--- src/rtl/fft_128_seq.sv ---
// fft_128_seq: control sequencer for an in-place radix-2 DIT FFT.
// Drives the sample RAM read and write ports and the butterfly operand,
// twiddle and stage selects. It never touches sample data.
// Phases: bit-reversed load, log2(N) butterfly stages each followed by a
// write-back drain, then a sequential unload.
module fft_128_seq #(
    parameter int N_LOG2 = 7,
    parameter int WR_LAT = 4,
    parameter int RD_LAT = 1
) (
    input  logic              clk,
    input  logic              rst,
    input  logic              start,
    input  logic              in_valid,
    output logic              in_ready,
    output logic              busy,
    output logic              done,
    output logic              rd_en,
    output logic [N_LOG2-1:0] rd_addr,
    output logic              rd_sel,
    output logic              wr_en,
    output logic [N_LOG2-1:0] wr_addr,
    output logic              wr_src,
    output logic [N_LOG2-2:0] tw_idx,
    output logic [2:0]        stage,
    output logic              out_valid
);

    localparam int AW = N_LOG2;
    localparam logic [2:0]  LAST_STAGE = 3'(AW - 1);
    localparam logic [AW:0] DRAIN_LAST = (AW + 1)'(WR_LAT - 1);

    typedef enum logic [2:0] {
        S_IDLE,
        S_LOAD,
        S_CALC,
        S_DRAIN,
        S_UNLOAD
    } state_t;

    state_t state_q, state_d;

    // cnt_q is the phase-local counter; the extra MSB marks the end of
    // the unload read sweep.
    logic [AW:0]   cnt_q;
    logic [2:0]    stage_q;
    logic [AW-1:0] ocnt_q;

    // Write-back delay line (CALC/DRAIN) and unload read-latency line.
    logic [WR_LAT-1:0]         wb_en_q;
    logic [WR_LAT-1:0][AW-1:0] wb_addr_q;
    logic [RD_LAT-1:0]         ov_q;

    logic          load_last, calc_last, drain_last, unload_rd, last_out;
    logic          cnt_inc;
    logic [AW-2:0] k, lo_mask_n, pos_n;
    logic [AW-1:0] k_ext, lo_mask, span, addr_a, addr_b, brev;

    assign load_last  = in_valid && (cnt_q[AW-1:0] == '1);
    assign calc_last  = (cnt_q[AW-1:0] == '1);
    assign drain_last = (cnt_q == DRAIN_LAST);
    assign unload_rd  = (state_q == S_UNLOAD) && !cnt_q[AW];
    assign last_out   = (state_q == S_UNLOAD) && ov_q[RD_LAT-1] && (ocnt_q == '1);

    // Butterfly addressing: addrA is k with a zero inserted at bit 'stage',
    // addrB sets that bit; twiddle is the in-group position scaled to N/2.
    assign k         = cnt_q[AW-1:1];
    assign k_ext     = {1'b0, k};
    assign span      = AW'(1) << stage_q;
    assign lo_mask   = span - AW'(1);
    assign addr_a    = ((k_ext & ~lo_mask) << 1) | (k_ext & lo_mask);
    assign addr_b    = addr_a | span;
    assign lo_mask_n = ((AW-1)'(1) << stage_q) - (AW-1)'(1);
    assign pos_n     = k & lo_mask_n;

    // Bit-reversed load address from the accepted-sample count.
    always_comb begin
        brev = '0;
        for (int i = 0; i < AW; i++) begin
            brev[i] = cnt_q[AW-1-i];
        end
    end

    // State register.
    always_ff @(posedge clk) begin
        if (rst) begin
            state_q <= S_IDLE;
        end else begin
            state_q <= state_d;
        end
    end

    // Next-state logic.
    always_comb begin
        state_d = state_q;
        case (state_q)
            S_IDLE:   if (start) state_d = S_LOAD;
            S_LOAD:   if (load_last) state_d = S_CALC;
            S_CALC:   if (calc_last) state_d = S_DRAIN;
            S_DRAIN:  if (drain_last) state_d = (stage_q == LAST_STAGE) ? S_UNLOAD : S_CALC;
            S_UNLOAD: if (last_out) state_d = S_IDLE;
            default:  state_d = S_IDLE;
        endcase
    end

    // Counter advances on every productive cycle of the current phase.
    always_comb begin
        cnt_inc = 1'b0;
        case (state_q)
            S_LOAD:          cnt_inc = in_valid;
            S_CALC, S_DRAIN: cnt_inc = 1'b1;
            S_UNLOAD:        cnt_inc = !cnt_q[AW];
            default:         cnt_inc = 1'b0;
        endcase
    end

    // Phase counter restarts on every state change; stage bumps on DRAIN->CALC.
    always_ff @(posedge clk) begin
        if (rst) begin
            cnt_q   <= '0;
            stage_q <= '0;
        end else begin
            if (state_d != state_q) begin
                cnt_q <= '0;
            end else if (cnt_inc) begin
                cnt_q <= cnt_q + 1'b1;
            end
            if (state_q == S_IDLE) begin
                stage_q <= '0;
            end else if (state_q == S_DRAIN && state_d == S_CALC) begin
                stage_q <= stage_q + 3'd1;
            end
        end
    end

    // Write-back delay: replays CALC reads WR_LAT cycles later; held empty
    // outside CALC/DRAIN so a reset or phase change leaves nothing in flight.
    always_ff @(posedge clk) begin
        if (rst || !(state_q == S_CALC || state_q == S_DRAIN)) begin
            wb_en_q   <= '0;
            wb_addr_q <= '0;
        end else begin
            wb_en_q[0]   <= (state_q == S_CALC);
            wb_addr_q[0] <= rd_addr;
            for (int i = 1; i < WR_LAT; i++) begin
                wb_en_q[i]   <= wb_en_q[i-1];
                wb_addr_q[i] <= wb_addr_q[i-1];
            end
        end
    end

    // Unload framing: out_valid trails the read strobe by the RAM latency.
    always_ff @(posedge clk) begin
        if (rst) begin
            ov_q   <= '0;
            ocnt_q <= '0;
        end else begin
            ov_q[0] <= unload_rd;
            for (int i = 1; i < RD_LAT; i++) begin
                ov_q[i] <= ov_q[i-1];
            end
            if (out_valid) begin
                ocnt_q <= ocnt_q + 1'b1;
            end
        end
    end

    // Output decode from state and counters.
    always_comb begin
        in_ready  = 1'b0;
        busy      = (state_q != S_IDLE);
        done      = 1'b0;
        rd_en     = 1'b0;
        rd_addr   = '0;
        rd_sel    = 1'b0;
        wr_en     = 1'b0;
        wr_addr   = '0;
        wr_src    = 1'b0;
        tw_idx    = '0;
        stage     = '0;
        out_valid = 1'b0;
        case (state_q)
            S_LOAD: begin
                in_ready = 1'b1;
                wr_en    = in_valid;
                wr_addr  = brev;
            end
            S_CALC: begin
                rd_en   = 1'b1;
                rd_sel  = cnt_q[0];
                rd_addr = cnt_q[0] ? addr_b : addr_a;
                tw_idx  = pos_n << (LAST_STAGE - stage_q);
                stage   = stage_q;
                wr_en   = wb_en_q[WR_LAT-1];
                wr_addr = wb_addr_q[WR_LAT-1];
                wr_src  = wb_en_q[WR_LAT-1];
            end
            S_DRAIN: begin
                stage   = stage_q;
                wr_en   = wb_en_q[WR_LAT-1];
                wr_addr = wb_addr_q[WR_LAT-1];
                wr_src  = wb_en_q[WR_LAT-1];
            end
            S_UNLOAD: begin
                rd_en     = unload_rd;
                rd_addr   = cnt_q[AW-1:0];
                out_valid = ov_q[RD_LAT-1];
                done      = last_out;
            end
            default: ;
        endcase
    end

endmodule

--- config.mk ---
export PLATFORM = sky130hd
export DESIGN_NAME = fft_128_seq
export DESIGN_NICKNAME = d
export VERILOG_FILES = /design/src/rtl/fft_128_seq.sv
export SDC_FILE = /design/constraint.sdc
export NUM_CORES = 1
export LEC_CHECK = 0
export BUFFER_PORTS_ARGS = -buffer_cell sky130_fd_sc_hd__buf_2
export CAP_MARGIN = 20
export CORE_ASPECT_RATIO = 1.5
export CORE_MARGIN = 2
export CORE_UTILIZATION = 40
export CTS_CLUSTER_SIZE = 30
export DETAILED_ROUTE_END_ITERATION = 8
export PLACE_DENSITY = 0.6
export REMOVE_ABC_BUFFERS = 1
export SYNTH_ARGS = -nofsm -noshare
export SYNTH_HDL_FRONTEND = slang
export SYNTH_SLANG_ARGS = --single-unit
--- constraint.sdc ---
create_clock -name clk -period 5.35 [get_ports clk]
set_clock_uncertainty 0.2 [all_clocks]
set_input_delay 0.8025 -clock clk [delete_from_list [all_inputs] [get_ports clk]]
set_output_delay 0.8025 -clock clk [all_outputs]
set_load 0.02 [all_outputs]
==> results of run 1 <==
synth_stat cells, types with 2 or more instances:
cell type  count
xor2_1         6
ha_1           9
a31oi_1        5
o31ai_1        2
nor3b_1        4
and2_1        31
a211oi_2       8
nand4_1        6
buf_4          4
nand3b_1       8
a211oi_1       2
clkbuf_1      11
nor2_2         2
buf_2          4
a21o_1         2
nor2_1        22
a21oi_1       16
nor2b_1        4
nand3_1        5
o22ai_1        2
dfxtp_1       54
xnor2_1       12
mux2i_1        5
o21ai_0        8
inv_1          9
buf_6          3
nor3_1         9
or3_1          5
a32oi_1        2
nand2b_1       5
nand2_1       25
power by group:
| part | total [uW] | internal (uW) | switching [uW] |
|---|---|---|---|
| registers | 408 | 403 | 5.38 |
| clock network | 286 | 143 | 143 |
| logic | 30.1 | 10.1 | 20.0 |
critical path, cell delays in order, from the launching register on:
cell and delay (ps):
dfxtp_1 590, clkinv_1 350, ha_1 390, nand2b_1 200, ha_1 200, nor2b_1 200
nor3b_1 290, a21o_1 180, a32oi_1 90, o22ai_1 190, buf_2 190
flip-flops by register name (all words and copies together), names as in the netlist:
| register | flops |
|---|---|
| stage_q | 3 |
| wb_addr_q | 28 |
| cnt_q | 8 |
| ov_q | 1 |
| state_q | 3 |
| ocnt_q | 7 |
| wb_en_q | 4 |
kinds of logic (layout without fill, tap and decap cells):
group                      after synthesis  in the layout
muxes                                    6              6
xor gates and xnor gates                18             18
AOI/OAI and AO/OA                       61             61
DFF                                     54             54
adders and majority gates                9              9
buffers and inverters                   34             53
and+or+nand+nor                        143            143
how the worst max path moves through the flow:
stage                            start    endpoint  depth (start not counted)
2_1_floorplan  stage_q[0]$_SDFFE_PP0P_   tw_idx[5]                          9
3_3_place_gp   stage_q[0]$_SDFFE_PP0P_  rd_addr[4]                         10
3_5_place_dp   stage_q[0]$_SDFFE_PP0P_   tw_idx[5]                         10
4_1_cts        stage_q[0]$_SDFFE_PP0P_   tw_idx[5]                         10
5_1_grt        stage_q[0]$_SDFFE_PP0P_  rd_addr[4]                         10
6_report       stage_q[0]$_SDFFE_PP0P_  rd_addr[4]                         10
area by class of cell:
cell class	instances	area [sq um]
Fill cell	687	3810
Multi-Input combinational cell	237	1620
Sequential cell	54	1080
Timing Repair Buffer	35	178
Tap cell	78	97.6
Clock buffer	5	68.8
Clock inverter	3	48.8
Inverter	10	37.5
layer usage:
layer  GRT usage [%]  share of wire [%]  vias to the layer above
li1                -                  -                     1157
met1            22.3                 44                     1100
met2            30.4                 50                       66
met3            2.52                4.2                        8
met4            7.14                1.7                        0
met5               0                  0                        -
metrics by stage:
step                      total power (uW)  setup slack, ps  hold slack (ps)
final                                  724             1170              227
after global routing                   752              834              245
after CTS                              729             1220              227
after detailed placement               447             1590              210
after global placement                 447             1680              207
after floorplan                        437             1920              206
==> impl_metrics.ini, run 1 <==
[critical_path]
crit_fanout = 13
cp-start-kind = register
reg2reg_slack_ps = 2360
path_class = register to output port
cp.required_ps = 4350
r2r-start = stage_q[0]$_SDFFE_PP0P_
worst_r2r_path_depth = 9
cp_data_arrival_time_ps = 3180
critPathCaptureType = output port
timing.rr.end = wb_addr_q[5]$_SDFF_PP0_

[synthesis]
synth_area_sq_um = 2880
synth_enable_flop_cells = 0
syn_avg_cell_area_sq_um = 8.87
synthArstFlopShare_pct = 0
synth_compound_area_share_pct = 15.7
synth_top_area_share_pct = 37.5
synthAdderAreaFrac_pct = 3.91
synthCells = 325
synth_seq_area_share_pct = 37.5
synth-xor-area-share_pct = 5.47
synth_area_leader_cell = dfxtp_1
yosys_warnings = 0
synth_mux_area_share_pct = 2.26
synth_top_family_by_area = simple AND/OR/NAND/NOR gates
synth_ff_type = dfxtp_1
yosys.area_share.simple_pct = 28.9
synth-seq-cells = 54
ys_types = 66
synth_area_leaders = dfxtp_1, and2_1, ha_1

[cells_and_area]
finalNetCount = 356
final_common_cell = dfxtp_1
finalNonFillerCells = 422
drive_above_1_share_pct = 19.5
finalInstanceArea_sq_um = 3130
final_cell_mix = dfxtp_1, buf_2, and2_1, nand2_1, nor2_1
n_antenna_cell = 0
finalCoreUtilization_pct = 45.1
syn_to_final_growth_pct = 8.68

[pwr]
leakagePower_uw = 0.00124
p_per_area_nw_per_um2 = 231
peakVddDrop_mv = 0.134

[route]
first_iter_violations = 190
ant_nets = 0
vias = 2331
routedWlPerCell_um = 15.9
drtPass1Iterations = 5
drc = 0
wl_um = 6720
viasPerCell = 5.52

[sta]
timing.setup.tns_ps = 0
hold_viol = 0
max_freq_mhz = 239
grt_setup_unrepaired = false
slew_headroom_pct = 40.7
final.min_clock_period_ps = 4180
final-setup-viol-count = 0
fin_crit_sh_pct = 78.2
tightest_slew_ps = 888
maxSlewViolCount = 0

[die]
dieHeight_um = 108
rows = 37
start_util_pct = 41.5
core_area_sq_um = 6940
die_area_sq_um = 7920
ios = 35
die_w_um = 73.3

[clock_tree]
cts.sinks = 54
root_buffer = clkbuf_8
cts.clk_slew.worst_paths_ps = 110
clk_latency_ps = 310
h-tree-depth = 2
ctsResizeCount = 0
cts_tree = built
hold_buffers = 0
numCtsBuffers = 5
clk_path_buf_depth = 2
post_cts_buffers = 0

[global_routing]
grt_pass1_wl_um = 11000
grt_max_degree = 27
grt_pass1_vias = 2193
grtUsageTotal_pct = 17.9
gr-total-overflow = 0
grt_antenna_before_repair = 0

[flow_run]
cap_viol_max_count = 0

[place]
numPlacedInstances = 414
gp_congestion = 0.894
placed_area_sq_um = 3020
io_buffer_count = 34
dp_hpwl_um = 4800

[status]
outcome = completed

[worst_hold_path]
hp-start = wb_addr_q[2]$_SDFF_PP0_
hold_depth = 1
hold_class = register to register
min_to = wb_addr_q[9]$_SDFF_PP0_
No activity file was read; power rests on OpenSTA's default activity.
==> run 2, diff against run 1 <==
==> constraint.sdc (replaced) <==
create_clock -name clk -period 3.94 [get_ports clk]
set_clock_uncertainty 0.2 [all_clocks]
set_input_delay 0.591 -clock clk [delete_from_list [all_inputs] [get_ports clk]]
set_output_delay 0.591 -clock clk [all_outputs]
set_load 0.02 [all_outputs]
==> run 2 against run 1 <==
  * Worst hold slack gained 4.8 ps
  * Wire length shrank 2.9%
  * Register-to-register slack lost 1100 ps
  * Final area shrank 0.40%
  * Highest routed layer unchanged
==> impl_metrics.ini, run 2 (same netlist as run 1, synthesis figures left out) <==
[status]
outcome = completed

[place]
dp_hpwl_um = 4790
place_ws_ps = 634
numPlacedInstances = 417
io_buffer_count = 34
gp_congestion = 0.866

[cells_and_area]
finalNonFillerCells = 424
regArea_sq_um = 1080
final_cell_mix = dfxtp_1, buf_2, and2_1, nand2_1, nor2_1
drive_above_1_share_pct = 19.9
syn_to_final_growth_pct = 8.25
multi_input_area_sq_um = 1620
fillCellCount = 701
n_antenna_cell = 0
final_common_cell = dfxtp_1
finalCoreUtilization_pct = 44.9
reg_top3 = wb_addr_q: 28 flops, cnt_q: 8 flops, ocnt_q: 7 flops
largest_reg_flops = 28
finalNetCount = 359
regMostFlops = wb_addr_q

[global_routing]
grt_pass1_wl_um = 10700
grt_pass1_vias = 2139
grt_max_degree = 27
grtUsageTotal_pct = 17.5
grt_antenna_before_repair = 0
gr-total-overflow = 0

[sta]
max_freq_mhz = 275
timing.setup.tns_ps = 0
fin_crit_sh_pct = 92.3
fin_ws_ps = 302
slew_headroom_pct = 48.8
hold_viol = 0
final-setup-viol-count = 0
final.min_clock_period_ps = 3640
tightest_slew_ps = 767
grt_setup_unrepaired = false
maxSlewViolCount = 0

[pwr]
p_seq_share_pct = 61.8
peakVddDrop_mv = 0.156
leakagePower_uw = 0.00125
p_per_area_nw_per_um2 = 287
sw_frac_of_total_pct = 23.7
comb_power_share_pct = 4.5
switching_power_uw = 213
clock_power_share_pct = 33.6
power_uw = 896
intPower_uw = 684

[clock_tree]
cts_tree = built
h-tree-depth = 2
clk_path_buf_depth = 2
cts.sinks = 54
cts.clk_slew.worst_paths_ps = 90
clk_latency_ps = 300
hold_buffers = 0
root_buffer = clkbuf_8
ctsResizeCount = 0
post_cts_buffers = 0
numCtsBuffers = 5

[worst_hold_path]
min_to = wb_addr_q[17]$_SDFF_PP0_
hold_class = register to register
hp-start = wb_addr_q[10]$_SDFF_PP0_
hold_depth = 1

[die]
core_area_sq_um = 6940
rows = 37
start_util_pct = 41.5
die_area_sq_um = 7920
die_w_um = 73.3
dieHeight_um = 108
ios = 35

[route]
drc = 0
viasPerCell = 5.42
routedWlPerCell_um = 15.4
vias = 2298
ant_nets = 0
first_iter_violations = 130
wl_um = 6530
drtPass1Iterations = 5

[critical_path]
critPathCaptureType = output port
cp.required_ps = 3150
cp_data_arrival_time_ps = 2850
cpMostUsedCell = ha_1
path_class = register to output port
reg2reg_slack_ps = 1270
timing.rr.end = wb_addr_q[2]$_SDFF_PP0_
cp-start-kind = register
cp_slowest_cell = dfxtp_1
crit_fanout = 13
r2r-start = stage_q[0]$_SDFFE_PP0P_
cp_cell_sequence = clkinv_1 > ha_1 > nand2b_1 > ha_1 > nor2b_1 > nor3b_1 > a21o_1 > a32oi_1 > o22ai_1 > buf_2
max_stage_delay_ps = 590
worst_r2r_path_depth = 8

[flow_run]
cap_viol_max_count = 0
-- run 2: worst max-delay path, delay by kind of cell (launching register included) --
kind,cells,cell delay (ps)
fa+ha+maj,2,520
buf+inv,2,350
flops,1,590
simple gates,3,650
compound gates,3,440
-- run 2: final cells by class --
cell class                      count  area share, %
Multi-Input combinational cell    237           52.0
Clock buffer                        5           2.21
Clock inverter                      2          0.441
Timing Repair Buffer               38           6.42
Tap cell                           78           3.13
Inverter                           10           1.20
Sequential cell                    54           34.6
-- run 2: worst max path at each step --
stage | cells after the start | slack (ps) | end | startpoint
after floorplan | 9 | 720 | tw_idx[5] | stage_q[0]$_SDFFE_PP0P_
after global placement | 10 | 710 | rd_addr[4] | stage_q[0]$_SDFFE_PP0P_
after global routing | 10 | 90 | tw_idx[5] | stage_q[0]$_SDFFE_PP0P_
after detailed placement | 10 | 630 | tw_idx[5] | stage_q[0]$_SDFFE_PP0P_
after CTS | 10 | 300 | tw_idx[5] | stage_q[0]$_SDFFE_PP0P_
final | 10 | 300 | rd_addr[4] | stage_q[0]$_SDFFE_PP0P_
-- run 2: power by group through the flow --
| stage | Sequential [uW] | Combinational (uW) | Clock [uW] |
|---|---|---|---|
| 2_1_floorplan | 564 | 28.7 | 0 |
| 3_3_place_gp | 567 | 40.4 | 0 |
| 3_5_place_dp | 567 | 40.7 | 0 |
| 4_1_cts | 554 | 40.9 | 311 |
| 5_1_grt | 555 | 43.8 | 331 |
| 6_report | 554 | 40.7 | 301 |
-- run 2: stage by stage --
| stage | hold slack, ps | instance area [sq um] |
|---|---|---|
| after floorplan | 206 | 2740 |
| after global placement | 206 | 3040 |
| after detailed placement | 211 | 3040 |
| after CTS | 233 | 3120 |
| after global routing | 247 | 3120 |
| final | 231 | 3120 |
-- run 2: layer usage --
layer  vias up  GRT usage (%)  share of wire (%)
met3        13           2.52                3.6
met2        63           29.5                 48
met1      1058           22.1                 46
li1       1164              -                  -
met5         -              0                  0
met4         0           6.88                2.7
